**src/rtl/video_std_ctrl.sv**
```systemverilog
// Purpose: measures VSYNC falling-edge periods, locks onto PAL/NTSC after a run of consistent periods, supervises lock.
// Latency: a vsync_in fall set up before edge k is processed at edge k+3 (2-flop sync + registered edge detect + FSM).
// Backpressure: none; free-running monitor, outputs are registered levels plus a one-cycle lost_out pulse.
module video_std_ctrl #(
  parameter int unsigned CLK_FREQ           = 250_000,
  parameter int unsigned NTSC_PAL_THRESHOLD = 18,
  parameter int unsigned MIN_PERIOD_MS      = 10,
  parameter int unsigned MAX_PERIOD_MS      = 30,
  parameter int unsigned TIMEOUT_MS         = 50,
  parameter int unsigned LOCK_COUNT         = 4,
  parameter int unsigned MISS_LIMIT         = 2
) (
  input  logic        clk_in,
  input  logic        rst_n_in,
  input  logic        vsync_in,
  input  logic        csync_in,
  input  logic        enable_in,
  input  logic        restart_in,
  output logic [2:0]  format_out,
  output logic        format_valid_out,
  output logic        lock_out,
  output logic        lost_out,
  output logic [31:0] period_out,
  output logic        csync_out
);

  localparam int unsigned CYC_PER_MS = CLK_FREQ / 1000;
  localparam logic [31:0] THR_CYC = 32'(CYC_PER_MS * NTSC_PAL_THRESHOLD);
  localparam logic [31:0] MIN_CYC = 32'(CYC_PER_MS * MIN_PERIOD_MS);
  localparam logic [31:0] MAX_CYC = 32'(CYC_PER_MS * MAX_PERIOD_MS);
  localparam logic [31:0] TO_CYC  = 32'(CYC_PER_MS * TIMEOUT_MS);
  localparam logic [3:0]  LOCK_N  = 4'(LOCK_COUNT);
  localparam logic [3:0]  MISS_N  = 4'(MISS_LIMIT);

  localparam logic [2:0] FMT_UNK  = 3'b000;
  localparam logic [2:0] FMT_NTSC = 3'b010;
  localparam logic [2:0] FMT_PAL  = 3'b100;

  typedef enum logic [2:0] {
    S_IDLE,
    S_SEEK,
    S_MEASURE,
    S_LOCKED,
    S_LOST
  } state_t;

  state_t      state_q;
  logic        vs_meta_q, vs_sync_q, vs_prev_q, fall_q;
  logic [31:0] cnt_q;
  logic [31:0] period_q;
  logic [3:0]  match_q, miss_q;
  logic [2:0]  cand_q, format_q;
  logic        valid_q, lock_q, lost_q, csync_q;

  logic        p_legal;
  logic [2:0]  p_fmt;
  logic [3:0]  match_d, miss_d;
  logic [2:0]  cand_d;
  logic        timeout;
  logic        lost_trig;

  // Synchronise vsync_in and register its falling edge; idle-high reset avoids a fake fall.
  always_ff @(posedge clk_in or negedge rst_n_in) begin
    if (!rst_n_in) begin
      vs_meta_q <= 1'b1;
      vs_sync_q <= 1'b1;
      vs_prev_q <= 1'b1;
      fall_q    <= 1'b0;
    end else begin
      vs_meta_q <= vsync_in;
      vs_sync_q <= vs_meta_q;
      vs_prev_q <= vs_sync_q;
      fall_q    <= vs_prev_q & ~vs_sync_q;
    end
  end

  // Classify the running count as a period and derive the match/miss/lost decisions for this cycle.
  always_comb begin
    p_legal = (cnt_q >= MIN_CYC) && (cnt_q <= MAX_CYC);
    p_fmt   = (cnt_q > THR_CYC) ? FMT_PAL : FMT_NTSC;
    match_d = match_q;
    cand_d  = cand_q;
    if (!p_legal) begin
      match_d = 4'd0;
      cand_d  = FMT_UNK;
    end else if (p_fmt == cand_q) begin
      match_d = match_q + 4'd1;
    end else begin
      cand_d  = p_fmt;
      match_d = 4'd1;
    end
    miss_d    = (p_legal && (p_fmt == format_q)) ? 4'd0 : (miss_q + 4'd1);
    timeout   = (cnt_q == TO_CYC) && !fall_q;
    lost_trig = 1'b0;
    if (state_q == S_MEASURE) begin
      lost_trig = timeout;
    end else if (state_q == S_LOCKED) begin
      lost_trig = timeout || (fall_q && (miss_d == MISS_N));
    end
  end

  // Lock FSM with period counter; priority is enable, restart, loss, then normal per-state handling.
  always_ff @(posedge clk_in or negedge rst_n_in) begin
    if (!rst_n_in) begin
      state_q  <= S_IDLE;
      cnt_q    <= 32'd0;
      period_q <= 32'd0;
      match_q  <= 4'd0;
      miss_q   <= 4'd0;
      cand_q   <= FMT_UNK;
      format_q <= FMT_UNK;
      valid_q  <= 1'b0;
      lock_q   <= 1'b0;
      lost_q   <= 1'b0;
      csync_q  <= 1'b1;
    end else begin
      lost_q  <= 1'b0;
      csync_q <= 1'b1;
      cnt_q   <= (&cnt_q) ? cnt_q : (cnt_q + 32'd1);
      if (!enable_in) begin
        state_q  <= S_IDLE;
        cnt_q    <= 32'd0;
        period_q <= 32'd0;
        match_q  <= 4'd0;
        miss_q   <= 4'd0;
        cand_q   <= FMT_UNK;
        format_q <= FMT_UNK;
        valid_q  <= 1'b0;
        lock_q   <= 1'b0;
      end else if (restart_in) begin
        // Any coincident fall is dropped so SEEK waits for a fresh reference.
        state_q  <= S_SEEK;
        cnt_q    <= 32'd0;
        match_q  <= 4'd0;
        miss_q   <= 4'd0;
        cand_q   <= FMT_UNK;
        format_q <= FMT_UNK;
        valid_q  <= 1'b0;
        lock_q   <= 1'b0;
      end else if (lost_trig) begin
        state_q  <= S_LOST;
        lost_q   <= 1'b1;
        match_q  <= 4'd0;
        miss_q   <= 4'd0;
        cand_q   <= FMT_UNK;
        format_q <= FMT_UNK;
        valid_q  <= 1'b0;
        lock_q   <= 1'b0;
        if (fall_q) begin
          cnt_q    <= 32'd1;
          period_q <= cnt_q;
        end
      end else begin
        case (state_q)
          S_IDLE: state_q <= S_SEEK;
          S_SEEK: begin
            if (fall_q) begin
              cnt_q   <= 32'd1;
              state_q <= S_MEASURE;
            end
          end
          S_MEASURE: begin
            if (fall_q) begin
              cnt_q    <= 32'd1;
              period_q <= cnt_q;
              match_q  <= match_d;
              cand_q   <= cand_d;
              if (match_d == LOCK_N) begin
                state_q  <= S_LOCKED;
                format_q <= cand_d;
                valid_q  <= 1'b1;
                lock_q   <= 1'b1;
                miss_q   <= 4'd0;
                csync_q  <= csync_in;
              end
            end
          end
          S_LOCKED: begin
            csync_q <= csync_in;
            if (fall_q) begin
              cnt_q    <= 32'd1;
              period_q <= cnt_q;
              miss_q   <= miss_d;
            end
          end
          S_LOST:  state_q <= S_SEEK;
          default: state_q <= S_IDLE;
        endcase
      end
    end
  end

  assign format_out       = format_q;
  assign format_valid_out = valid_q;
  assign lock_out         = lock_q;
  assign lost_out         = lost_q;
  assign period_out       = period_q;
  assign csync_out        = csync_q;

endmodule

```
**config.mk**
```make
export PLATFORM = sky130hd
export DESIGN_NAME = video_std_ctrl
export DESIGN_NICKNAME = d
export VERILOG_FILES = /design/src/rtl/video_std_ctrl.sv
export SDC_FILE = /design/constraint.sdc
export NUM_CORES = 1
export LEC_CHECK = 0
export ABC_AREA = 1
export CORE_MARGIN = 10
export CORE_UTILIZATION = 50
export CTS_CLUSTER_SIZE = 8
export DETAILED_ROUTE_END_ITERATION = 6
export GPL_ROUTABILITY_DRIVEN = 0
export PLACE_DENSITY = 0.71
export SLEW_MARGIN = 20
export SYNTH_ARGS = -nofsm -noshare
export SYNTH_HDL_FRONTEND = slang
export SYNTH_SLANG_ARGS = --single-unit
```
**constraint.sdc**
```tcl
create_clock -name clk_in -period 2.6 [get_ports clk_in]
set_clock_uncertainty 0.2 [all_clocks]
set_input_delay 0.26 -clock clk_in [delete_from_list [all_inputs] [get_ports clk_in]]
set_output_delay 0.26 -clock clk_in [all_outputs]
set_load 0.03 [all_outputs]
```
# After elaboration in Yosys (flattened, before gate mapping)
# Cells that the tools add are included.
# W data, S select, Z words.
[totals]
regBits = 88
inputBits = 6
out_inout_bits = 39
word_cells = 122
[classes]
n_addsub = 3
order_cmp = 3
eq_ne = 20
mux = 64
bitwise_logic = 2
reduce_logical = 16
[op_table]
columns = ["cell", "n"]
rows = [
  ["$mux W32", 11],
  ["$mux W3", 20],
  ["$mux W4", 14],
  ["$add A32 B1 Y32 const B", 1],
  ["$eq A32 B14 Y1 const B", 1],
  ["$ge A32 B12 Y1 const B", 1],
  ["$gt A32 B13 Y1 const B", 1],
  ["$le A32 B13 Y1 const B", 1],
  ["$reduce_and A32 Y1", 1],
  ["$mux W1", 16],
  ["$ne A5 B5 Y1 const B", 3],
  ["$ne A4 B1 Y1 const B", 3],
  ["$pmux W3 S4", 1],
  ["$add A4 B1 Y4 const B", 2],
  ["$pmux W4 S2", 1],
  ["$reduce_and A4 Y1", 2],
  ["$eq A3 B2 Y1 const B", 2],
  ["$eq A3 B3 Y1", 2],
  ["$ne A5 B1 Y1 const B", 1],
  ["$ne A5 B4 Y1 const B", 1],
  ["$eq A4 B2 Y1 const B", 1],
  ["$eq A4 B3 Y1 const B", 1],
  ["$logic_and A1 B1 Y1", 4],
  ["$ne A4 B4 Y1 const B", 1],
  ["other kinds (14)", 16],
]

# Longest topological paths before layout
# Gate-level depths: netlist (run 1).
[logic_depth]
word_depth = 13
ltp_mapped = 19
depth_no_buf = 19

# Worst setup path before layout (run 1)
# Ideal clock, no wire load.
[synth_timing]
kind = "register to register"
from = "register cnt_q[0]"
to = "register miss_q[0]"
setup_time_ns = 0.116
arrival_time_ns = 1.893
t_required_ns = 2.284
slack_ns = 0.390
path_stages_with_launch = 18
path_buffers = 0
synth_period_minus_slack_ns = 2.210
cell_sequence = "dfrtp_1 inv_1 ha_1 nand4_1 nor2_1 nand2_1 nand2_1 nand2_2 nor2_4 nand2_4 nand3_4 nand3_4 inv_4 nand2_2 nand2_4 inv_2 nand2_1 nand2_1"
[synth_via]
elab_chain_cells = 13
elab_cells_between_ends = 29
classes_between = "3 x order compare; 9 x eq/ne; 11 x mux; 6 x reduce/logical"
[synth_lines]
columns = ["element", "line_no", "text"]
rows = [
  ["from (decl)", "49", "logic [31:0] cnt_q;"],
  ["from (signal assigned)", "119", "cnt_q <= (&cnt_q) ? cnt_q : (cnt_q + 32'd1);"],
  ["branches (longest 13 deep; another with $gt A32 B13 Y1)", "-", ""],
  ["to (signal assigned)", "183", "miss_q <= miss_d;"],
  ["to (decl)", "51", "logic [3:0] match_q, miss_q;"],
]
# Parallel ways; which one is timed is not known. The select of a mux whose other input is x is not followed.
# A chain may end at the register's enable or synchronous reset.

# Final worst setup path (run 1)
[layout_timing]
from = "register cnt_q[0]"
to = "register cnt_q[13]"
[layout_via]
elab_chain_cells = 13
elab_cells_between_ends = 23
classes_between = "1 x add/sub; 3 x order compare; 3 x eq/ne; 10 x mux; 6 x reduce/logical"
[layout_lines]
columns = ["element", "line_no", "text"]
rows = [
  ["$gt A32 B13 Y1", "80", "p_fmt = (cnt_q > THR_CYC) ? FMT_PAL : FMT_NTSC;"],
  ["$mux W3", "80", ""],
  ["$eq A3 B3 Y1", "92", "miss_d = (p_legal && (p_fmt == format_q)) ? 4'd0 : (miss_q + 4'd1);"],
  ["$logic_and A1 B1 Y1", "92", ""],
  ["$mux W4", "92", ""],
  ["$eq A4 B2 Y1", "98", "lost_trig = timeout || (fall_q && (miss_d == MISS_N));"],
  ["$logic_and A1 B1 Y1", "98", ""],
  ["$logic_or A1 B1 Y1", "98", ""],
  ["$mux W1", "97", "end else if (state_q == S_LOCKED) begin"],
  ["$mux W1", "95", "if (state_q == S_MEASURE) begin"],
  ["$mux W32 *", "140", "end else if (lost_trig) begin"],
  ["$mux W32 *", "130", "end else if (restart_in) begin"],
  ["$mux W32 *", "120", "if (!enable_in) begin"],
]
# Mark *: on every way between the ends. The rest lies on a longest branch, timed or not.

==> summary.md, run 1 <==
| Metric | Value |
|---|---|
| Status | `complete, no violations` |
| Routed len/inst | `15.52 um` |
| Die area | `13,690 um2` |
| Via/cell ratio | `5.380` |
| Worst EP required | `2630 ps` |
| 1st-iter DRT viols | `323` |
| TritonCTS Buffers | `9` |
| Later-pin clock latency in the skew report | `370 ps` |
| Worst R2R End | `cnt_q[13]` |
| Crit path max fanout | `4` |
| Setup WS post-layout | `184.3 ps` |
| Number of synthesized flops with an enable pin | `0` |
| Top FF cell, synth | `dfrtp_1` |
| Hold Crit Start | `vsync_in` |
| Max cap viols | `0` |
| Internal power | `1.794 mW` |
| Highest clock rate | `414.0 MHz` |
| Setup violators final | `0` |
| First-pass GRT wire length | `20,210 um` |
| Switching share of power | `0.2438` |
| Via count | `4,218` |
| Mean post-synth cell area | `7.817 um2` |
| Slowest stage delay, CP | `410 ps` |
| Die W | `117.0 um` |
| Synth area leaders | `dfrtp_1 45%, nand2_1 8.9%, inv_1 7.2%` |
| Port Buf Inserts | `44` |
| Hold EP | `vs_meta_q` |
| Worst Setup Start Kind | `register` |
| Largest net degree at the start of global routing | `43` |
| Synth unique cells | `33` |
| Reg clk slew, reported paths | `80 ps` |
| Net Sw Power | `0.5784 mW` |
| Diode count | `0` |
| Post-synth top cells | `112 x nand2_1, 90 x inv_1, 86 x nor2_1` |
| Internal reg-to-reg setup slack | `180 ps` |
| Setup crit end kind | `register` |
| Initial antenna violation count | `0` |
| Post-route cell area | `5637 um2` |
| Period Utilization, post-route | `0.9291` |
| Placed insts | `761` |
| Layout cell share with drive strength beyond 1 | `0.1545` |
| Pre-antenna DRT Iters | `5` |
| Total power | `2.372 mW` |
| DRC errors left | `0` |
| Worst EP arrival | `2450 ps` |
| Final HPWL DP | `9182 um` |
| Sequential area share after synthesis | `0.4690` |
| Netlist Area Pre-Place | `4706 um2` |
| Ys Warns | `0` |
| Relative slew slack | `0.6032` |
| Reg-to-reg startpoint | `cnt_q[0]` |
| Worst hold path depth | `1` |
| Clock power share | `0.357` |
| Slowest cell on crit path | `dfrtp_1` |
| Final ANT Viol Nets | `0` |
| Vias in the first global route | `4,076` |
| Synth Register Bits | `88` |
| GRT Total Usage | `0.1858` |
| Syn Inst Count | `602` |
| Boundary Pins | `45` |
| Final nets | `678` |
| Initial Util | `0.5117` |
| Endpoints failing hold | `0` |
| Reg power frac | `0.584` |
| Post-Route WL | `12,170 um` |
| Slew @ Worst Pin | `590.6 ps` |
| Area delta synth->final | `19.78%` |
| Final Slew Violations | `0` |
| Pwr dens | `420.8 nW/um2` |
| Hold Crit Class | `input port to register` |
| Top-area cell type share of the netlist area | `0.4467` |
| Critical-path cell list | `ha_1 -> nand2_1 -> nor2_1 -> nand2_1 -> inv_2 -> nand4_1 -> inv_2 -> nor3_1 -> nand2_1 -> nor2_2 -> nand3_1 -> nor3_1 -> nor3_1` |
| Net Count, Synth | `612` |
| RSZ-0062 raised after global routing | `true` |
| VDD IR max | `0.2991 mV` |
| Worst R2R Path Depth | `13` |
| Final setup TNS | `0 ps` |
| Core area | `9196 um2` |
| Place WS | `-3.254 ps` |
| CTS max path bufs | `2` |
| WS Path Type | `register to register` |
| TritonCTS clock tree | `yes` |
| Cell taking the most area after synthesis | `dfrtp_1` |
| Period minus WS final | `2416 ps` |
| Async S/R FF share, synth | `1.000` |
| Most common cell in the synthesized netlist | `nand2_1` |
| Post-Layout Cell Count | `784` |
| Area after DPL | `5375 um2` |
| Combinational share of power | `0.059` |
| Lkg Pwr | `2.429 nW` |
| Clk sinks | `88` |
| Total gr overflow | `0` |
| Die height | `117.0 um` |
| Depth of the CTS H-tree | `3` |
| Rows | `35` |
| CTS root buffer | `clkbuf_8` |
-- logic make-up (layout without fill, tap and decap cells) --
| logic type | Yosys count | after routing | synth area share |
|---|---|---|---|
| simple gates | 302 | 302 | 0.2962 |
| buf+inv | 114 | 185 | 0.09306 |
| flops | 88 | 88 | 0.4690 |
| compound gates | 72 | 72 | 0.09014 |
| xor+xnor | 22 | 22 | 0.04095 |
| fa+ha+maj | 4 | 4 | 0.01064 |
-- worst max-delay path: cells and delay by family, from the launching register on --
kind	cells	cell delay [ps]
simple gates	10	1320
fa+ha+maj	1	250
buf+inv	2	100
flops	1	410
-- how the worst max path moves through the flow --
stage	startpoint	slack, ps	to
final	cnt_q[0]	180	cnt_q[13]
after global placement	cnt_q[0]	40	state_q[0]
after detailed placement	cnt_q[0]	-3	state_q[0]
after floorplan	cnt_q[0]	390	miss_q[0]
after CTS	cnt_q[0]	60	state_q[0]
after global routing	cnt_q[24]	-30	state_q[0]
-- power groups by stage --
stage / combinational, mW / sequential (mW) / clock, mW
4_1_cts: 0.135 / 1.39 / 0.860
6_report: 0.140 / 1.39 / 0.846
2_1_floorplan: 0.0619 / 1.41 / 0
3_3_place_gp: 0.131 / 1.41 / 0
5_1_grt: 0.158 / 1.39 / 0.925
3_5_place_dp: 0.133 / 1.41 / 0
-- area by class of cell --
class                      count  area [um2]
inverter                     102       385.4
multi-input combinational    400        2096
clock inverter                 4       22.52
timing repair buffer          67       638.1
tap                          111       138.9
fill                         848        3560
sequential                    88        2211
clock buffer                  12       145.1
-- state kept, by name (all words and copies together) (netlist names) --
register and cells:
format_out 3, vs_sync_q 1, state_q 3, csync_out 1
cnt_q 32, fall_q 1, cand_q 3, match_q 4
vs_meta_q 1, vs_prev_q 1, miss_q 4, lost_out 1
period_out 32, lock_out 1
-- metal layers --
layer,GRT usage,part of all wire,vias up
met1,0.2473,0.46,1979
li1,-,-,2070
met5,0,0,-
met3,0.04077,0.064,24
met2,0.2913,0.46,145
met4,0.06672,0.019,0
-- per-stage QoR --
step	utilization	hold WS [ps]
2_1_floorplan	-	-235.6
3_3_place_gp	0.5845	83.89
3_5_place_dp	0.5845	84.66
4_1_cts	0.6038	85.27
5_1_grt	0.6129	95.02
6_report	0.6129	94.98
-- layout by cell type (no fill, tap or decap), drive strengths merged, types with 4 or more instances in the layout --
cell,count
clkbuf,12
a211oi,5
ha,4
buf,23
a21oi,16
inv,102
o21ai,18
nor4,4
dfstp,4
dfrtp,84
nor2,100
clkdlybuf4s50,43
xor2,22
o22ai,29
nand3,28
nand2,125
nor3,25
nand4,14
-- what timing repair did --
item / CTS / global route
hold endpoints to repair: 40 / 0
cloned: 0 / 0
setup buffers: 0 / 6
pin swaps: 0 / 3
setup endpoints to repair: 3 / 16
resized for setup: 1 / 17
hold buffers: 1 / 0
Power figures use the tool's default switching activity.
==> run 2, diff against run 1 <==
Settings changed: SLEW_MARGIN 20 to default.
Clock period 2.6 ns to 2.5 ns, I/O delays scaled along.
==> summary.md, run 2 (synthesis results as in run 1) <==
| Metric | Value |
|---|---|
| Status | `complete, no violations` |
| Final setup TNS | `0 ps (unchanged)` |
| Vias in the first global route | `4,250 (+4.3%)` |
| Worst EP arrival | `2460 ps (about the same)` |
| Post-route cell area | `5856 um2 (+3.9%)` |
| Clk sinks | `88 (unchanged)` |
| Area delta synth->final | `24.44%` |
| Hold Crit Class | `input port to register` |
| DRC errors left | `0 (unchanged)` |
| Hold Crit Start | `vsync_in` |
| Pwr dens | `442.1 nW/um2 (+5.1%)` |
| Later-pin clock latency in the skew report | `370 ps (about the same)` |
| Period Utilization, post-route | `0.9575 (+0.02839)` |
| Lkg Pwr | `2.538 nW (+4.5%)` |
| VDD IR max | `0.3053 mV (+2.1%)` |
| Final HPWL DP | `9298 um (+1.3%)` |
| TritonCTS clock tree | `yes` |
| Max cap viols | `0 (unchanged)` |
| Worst EP required | `2570 ps (-60 ps)` |
| Reg clk slew, reported paths | `90 ps (about the same)` |
| Relative slew slack | `0.6196 (+0.01641)` |
| Worst hold path depth | `1 (unchanged)` |
| Most frequent cells in the layout | `109 x nand2_1, 88 x inv_1, 81 x dfrtp_1` |
| Depth of the CTS H-tree | `3 (unchanged)` |
| Worst R2R End | `miss_q[0]` |
| Reg-to-reg startpoint | `cnt_q[0]` |
| Setup violators final | `0 (unchanged)` |
| Final nets | `694 (+2.4%)` |
| Area after DPL | `5435 um2 (+1.1%)` |
| Post-Route WL | `12,580 um (+3.4%)` |
| Boundary Pins | `45 (unchanged)` |
| Slew @ Worst Pin | `570.6 ps (-20.06 ps)` |
| Die area | `13,690 um2 (unchanged)` |
| Initial Util | `0.5117 (unchanged)` |
| Routed len/inst | `15.73 um (+1.3%)` |
| Worst hold slack | `75.57 ps (-19.41 ps)` |
| Most common cell after layout, fill and taps aside | `nand2_1` |
| Core area | `9196 um2 (unchanged)` |
| Die height | `117.0 um (unchanged)` |
| Internal reg-to-reg setup slack | `110 ps (-80 ps)` |
| Crit path max fanout | `7 (+3)` |
| Die W | `117.0 um (unchanged)` |
| Largest net degree at the start of global routing | `45 (+4.7%)` |
| Via/cell ratio | `5.496 (+2.2%)` |
| Worst Setup Start Kind | `register` |
| Pre-antenna DRT Iters | `5 (unchanged)` |
| Initial antenna violation count | `0 (unchanged)` |
| Setup crit end kind | `register` |
| Worst R2R Path Depth | `17 (+4)` |
| TritonCTS Buffers | `9 (unchanged)` |
| WS Path Type | `register to register` |
| Final ANT Viol Nets | `0 (unchanged)` |
| CP startpoint | `cnt_q[0]` |
| Via count | `4,397 (+4.2%)` |
| Post-Layout Cell Count | `800 (+2.0%)` |
| CTS max path bufs | `2 (unchanged)` |
| GRT Total Usage | `0.1884 (+0.002603)` |
| Port Buf Inserts | `44 (unchanged)` |
| Layout cell share with drive strength beyond 1 | `0.1974 (+0.04286)` |
| Placed insts | `769 (+1.1%)` |
| 1st-iter DRT viols | `298 (-7.7%)` |
| First-pass GRT wire length | `20,560 um (+1.7%)` |
| Diode count | `0 (unchanged)` |
| Hold EP | `vs_meta_q` |
| Highest clock rate | `417.8 MHz (+0.92%)` |
| Endpoints failing hold | `0 (unchanged)` |
| Period minus WS final | `2394 ps (-21.93 ps)` |
| Final Slew Violations | `0 (unchanged)` |
| Rows | `35 (unchanged)` |
| Total gr overflow | `0 (unchanged)` |
| CTS root buffer | `clkbuf_8` |
==> run 2: cell count changes in the layout (fill, tap and decap cells not counted), sizes merged <==
cell	before	now
inv	102	104
buf	23	39
clkbuf	12	9
bufinv	0	1
==> run 2: how the worst max path moves through the flow <==
stage	depth (start not counted)	endpoint
after global placement	17	miss_q[2]
after global routing	18	miss_q[0]
after CTS	17	miss_q[0]
final	17	miss_q[0]
after detailed placement	17	miss_q[0]
after floorplan	17	miss_q[0]
==> run 2: repair_timing <==
| action | 4_1_cts | 5_1_grt |
|---|---|---|
| pin swaps | 1 | 10 |
| endpoints found under the setup margin | 11 | 26 |
| setup buffers | 0 | 14 |
| resized for setup | 2 | 33 |
| hold buffers | 1 | 0 |
| endpoints found under the hold margin | 42 | 0 |
==> run 2: power breakdown <==
group	internal (mW)	switching, mW
clock network	0.463	0.532
logic	0.0492	0.102
registers	1.43	0.00994
total	1.95	0.643
==> run 2: layer usage <==
| layer | share of wire | up-vias | track usage |
|---|---|---|---|
| met2 | 0.47 | 171 | 0.3018 |
| met4 | 0.022 | 0 | 0.07661 |
| met3 | 0.067 | 21 | 0.03313 |
| met1 | 0.44 | 2111 | 0.2469 |
| li1 | - | 2094 | - |
| met5 | 0 | - | 0 |
==> run 2: final cells by class <==
| cell class | count | area [um2] |
|---|---|---|
| Tap cell | 111 | 138.9 |
| Clock inverter | 7 | 70.07 |
| Inverter | 102 | 385.4 |
| Sequential cell | 88 | 2211 |
| Multi-Input combinational cell | 400 | 2168 |
| Clock buffer | 9 | 123.9 |
| Timing Repair Buffer | 83 | 758.2 |
| Fill cell | 803 | 3341 |
==> run 2: worst max-delay path: stages, from the launching register on <==
cell	delay, ps
dfrtp_1	430
inv_2	90
ha_4	150
nand4_1	100
nor2_2	210
nand2_1	80
nand2_1	80
nand2_2	100
nor2_4	130
nand2_4	80
nand3_4	90
nand3_4	140
inv_4	110
nand2_2	70
nand2_4	80
inv_2	50
nand2_1	60
nand2_1	50
==> run 2: per-stage QoR <==
| step | power, mW | utilization | setup slack (ps) |
|---|---|---|---|
| 2_1_floorplan | 1.533 | - | 290.3 |
| 3_3_place_gp | 1.607 | 0.5910 | 21.51 |
| 3_5_place_dp | 1.612 | 0.5910 | -43.06 |
| 4_1_cts | 2.601 | 0.6137 | 24.17 |
| 5_1_grt | 2.687 | 0.6367 | -19.14 |
| 6_report | 2.589 | 0.6367 | 106.3 |
==> run 3, diff against run 2 <==
Settings changed: ABC_AREA 1 to default, DONT_BUFFER_PORTS from default to 1, PLACE_DENSITY 0.71 to default.
==> summary.md, run 3 <==
| Metric | Value |
|---|---|
| Via count | `3,394 (-23%)` |
| Synth Register Bits | `88 (unchanged)` |
| VDD IR max | `0.2969 mV (-2.8%)` |
| Lkg Pwr | `2.338 nW (-7.9%)` |
| Crit path max fanout | `4 (-3)` |
| Cell taking the most area after synthesis | `dfrtp_1` |
| Routed len/inst | `17.40 um (+11%)` |
| Final Slew Violations | `0 (unchanged)` |
| Internal reg-to-reg setup slack | `-240 ps (-350 ps)` |
| Final nets | `507 (-27%)` |
| Final HPWL DP | `7365 um (-21%)` |
| Area after DPL | `4860 um2 (-11%)` |
| Diode count | `0 (unchanged)` |
| CTS root buffer | `clkbuf_8` |
| Switching share of power | `0.2225 (-0.02597)` |
| Mean post-synth cell area | `10.02 um2 (+28%)` |
| Net Count, Synth | `437 (-29%)` |
| Top FF cell, synth | `dfrtp_1` |
| Die height | `112.5 um (-3.8%)` |
| Total power | `2.752 mW (+6.3%)` |
| Main combinational cell family by area after synthesis | `simple AND/OR/NAND/NOR gates` |
| Pre-antenna DRT Iters | `4 (-1)` |
| WS Path Type | `register to register` |
| Rows | `33 (-5.7%)` |
| Die area | `12,660 um2 (-7.5%)` |
| Critical-path cell list | `inv_2 -> ha_4 -> nand3b_1 -> o41ai_2 -> a211oi_2 -> or4b_4 -> a211oi_4 -> buf_6 -> a31oi_4 -> or2_4 -> o31ai_4` |
| Period Utilization, post-route | `1.097 (+0.1395)` |
| Initial antenna violation count | `0 (unchanged)` |
| Post-synth top cells | `84 x dfrtp_1, 52 x nor2_1, 36 x nand2_1` |
| Final ANT Viol Nets | `0 (unchanged)` |
| Synth area leaders | `dfrtp_1 49%, a22o_1 6.5%, nor2_1 4.6%` |
| Combinational share of power | `0.040 (-0.018)` |
| Worst EP required | `2580 ps (about the same)` |
| Slowest stage delay, CP | `520 ps (+90 ps)` |
| Total gr overflow | `0 (unchanged)` |
| Hold EP | `cnt_q[0]` |
| Clock power share | `0.438 (+0.054)` |
| CTS max path bufs | `2 (unchanged)` |
| Boundary Pins | `45 (unchanged)` |
| Fraction of the mapped netlist area in adder cells | `0.01169 (+0.001057)` |
| Sequential area share after synthesis | `0.5156 (+0.04661)` |
| Simple-Gate Fraction of Synth Area | `0.2058 (-0.09041)` |
| Die W | `112.5 um (-3.8%)` |
| Setup WS post-layout | `-242.5 ps (-348.8 ps)` |
| Area delta synth->final | `27.33%` |
| Net Sw Power | `0.6125 mW (-4.8%)` |
| Depth of the CTS H-tree | `3 (unchanged)` |
| Post-route cell area | `5450 um2 (-6.9%)` |
| Netlist Area Pre-Place | `4280 um2 (-9.0%)` |
| Synth unique cells | `58 (+76%)` |
| Most common cell after layout, fill and taps aside | `dfrtp_1` |
| Worst Setup Start Kind | `register` |
| Syn Inst Count | `427 (-29%)` |
| DRC errors left | `0 (unchanged)` |
| Synth Area in Compound Gates | `0.1532 (+0.06304)` |
| Slowest cell on crit path | `or4b_4` |
| First-pass GRT wire length | `17,690 um (-14%)` |
| Proportion of synthesized area in mux cells | `0.007015 (+0.007015)` |
| Number of synthesized flops with an enable pin | `0 (unchanged)` |
| Worst R2R Path Depth | `11 (-6)` |
| Vias in the first global route | `3,409 (-20%)` |
| Later-pin clock latency in the skew report | `360 ps (about the same)` |
| Core area | `8258 um2 (-10%)` |
| Post-Route WL | `10,560 um (-16%)` |
| TritonCTS Buffers | `9 (unchanged)` |
| Worst R2R End | `miss_q[3]` |
| Port Buf Inserts | `0 (-100%)` |
| Clk sinks | `88 (unchanged)` |
| Ys Warns | `0 (unchanged)` |
| 1st-iter DRT viols | `197 (-34%)` |
| Reg clk slew, reported paths | `90 ps (about the same)` |
| Relative slew slack | `0.6249 (+0.005267)` |
| Slew @ Worst Pin | `562.7 ps (-7.900 ps)` |
| Initial Util | `0.5183 (+0.006633)` |
| Failing checks | `setup timing` |
| Via/cell ratio | `5.591 (+1.7%)` |
| Most frequent cells in the layout | `80 x dfrtp_1, 71 x buf_4, 48 x nor2_1` |
| Reg-to-reg startpoint | `cnt_q[0]` |
| Hold Crit Start | `restart_in` |
| Async S/R FF share, synth | `1.000 (unchanged)` |
| Highest clock rate | `364.6 MHz (-13%)` |
| Most common cell in the synthesized netlist | `dfrtp_1` |
| Internal power | `2.140 mW (+10%)` |
| Setup crit end kind | `register` |
| Top-area cell type share of the netlist area | `0.4911 (+0.04439)` |
| Max cap viols | `0 (unchanged)` |
| Pwr dens | `505.0 nW/um2 (+14%)` |
| Status | `finished, violations left` |
| Period minus WS final | `2743 ps (+348.8 ps)` |
| Xor and xnor area share after synthesis | `0.06548 (+0.02453)` |
| RSZ-0062 raised after global routing | `true` |
| Buf+Inv Stages, Crit Path | `2 (-1)` |
| Worst EP arrival | `2820 ps (+360 ps)` |
| Post-Route Utilization | `0.6600 (+0.02326)` |
| Layout cell share with drive strength beyond 1 | `0.2948 (+0.09743)` |
| Endpoints failing hold | `0 (unchanged)` |
| Final setup TNS | `-2543 ps (-2543 ps)` |
| TritonCTS clock tree | `yes` |
| Worst hold path depth | `3 (+2)` |
| Hold Crit Class | `input port to register` |
| Reg power frac | `0.523 (-0.034)` |
| Setup violators final | `20 (+20)` |
| Largest net degree at the start of global routing | `89 (+98%)` |
| Cell family with most CP delay | `simple AND/OR/NAND/NOR gates` |
| GRT Total Usage | `0.1682 (-0.02021)` |
run 3: cell types whose count changed after synthesis, moves of 18 or more:
| cell | before | now |
|---|---|---|
| inv_1 | 90 | 11 |
| nor2_1 | 86 | 52 |
| nand2_1 | 112 | 36 |
| nor3_1 | 25 | 7 |
| o22ai_1 | 29 | 0 |
| a22o_1 | 0 | 32 |
run 3: cell families after synthesis:
logic type	count (synthesis)
buffers and inverters	39
adders and majority gates	4
AOI/OAI and AO/OA	86
muxes	3
DFF	88
and+or+nand+nor	175
xor gates and xnor gates	32
run 3: timing repair:
action                     CTS  global route
gates cloned                 0             0
resized for setup           14            35
setup buffers                2             6
hold endpoints to repair    91            88
setup endpoints to repair   20            43
pin swaps                    9            14
hold buffers                 4             2
run 3: cell type report:
type | count | area [um2]
inverter | 11 | 41.29
fill | 685 | 2808
sequential | 88 | 2212
multi-input combinational | 300 | 2090
clock inverter | 6 | 116.4
timing repair buffer | 87 | 732.0
clock buffer | 10 | 127.6
tap | 105 | 131.4
run 3: metrics by stage:
step,worst slack [ps],std cells,hold slack (ps)
5_1_grt,-379.3,607,29.15
6_report,-242.5,607,29.94
4_1_cts,-265.5,600,-632.8
3_3_place_gp,-327.4,578,-241.7
3_5_place_dp,-372.5,578,-242.0
2_1_floorplan,-346.2,427,-245.6
run 3: worst reg2reg max path: cells and delay by family, from the launching register on:
family	cells	cell delay, ps
AO/OA/AOI/OAI	5	840
adder cells (fa/ha/maj)	1	140
buffers and inverters	2	220
flip-flops	1	390
AND/OR/NAND/NOR	3	880
run 3: worst max-delay path by stage:
| stage | end | start | depth (start not counted) |
|---|---|---|---|
| finish | miss_q[3] | cnt_q[0] | 11 |
| global route | format_out[2] | cnt_q[4] | 9 |
| CTS | miss_q[3] | cnt_q[0] | 11 |
| detailed placement | miss_q[3] | cnt_q[0] | 11 |
| global placement | miss_q[3] | cnt_q[0] | 11 |
| floorplan | csync_out | cnt_q[0] | 12 |
run 3: metal layers:
metal,track usage,share of wire,vias up
li1,-,-,1653
met3,0.04313,0.055,6
met5,0,0,-
met1,0.2274,0.46,1662
met4,0.04315,0.0079,0
met2,0.2619,0.48,73
run 3: power groups by stage:
| stage | clock network, mW | logic (mW) | registers, mW |
|---|---|---|---|
| final | 1.20 | 0.110 | 1.44 |
| after global routing | 1.27 | 0.123 | 1.44 |
| after CTS | 1.22 | 0.0734 | 1.44 |
| after detailed placement | 0 | 0.0658 | 1.47 |
| after global placement | 0 | 0.0644 | 1.47 |
| after floorplan | 0 | 0.0433 | 1.46 |
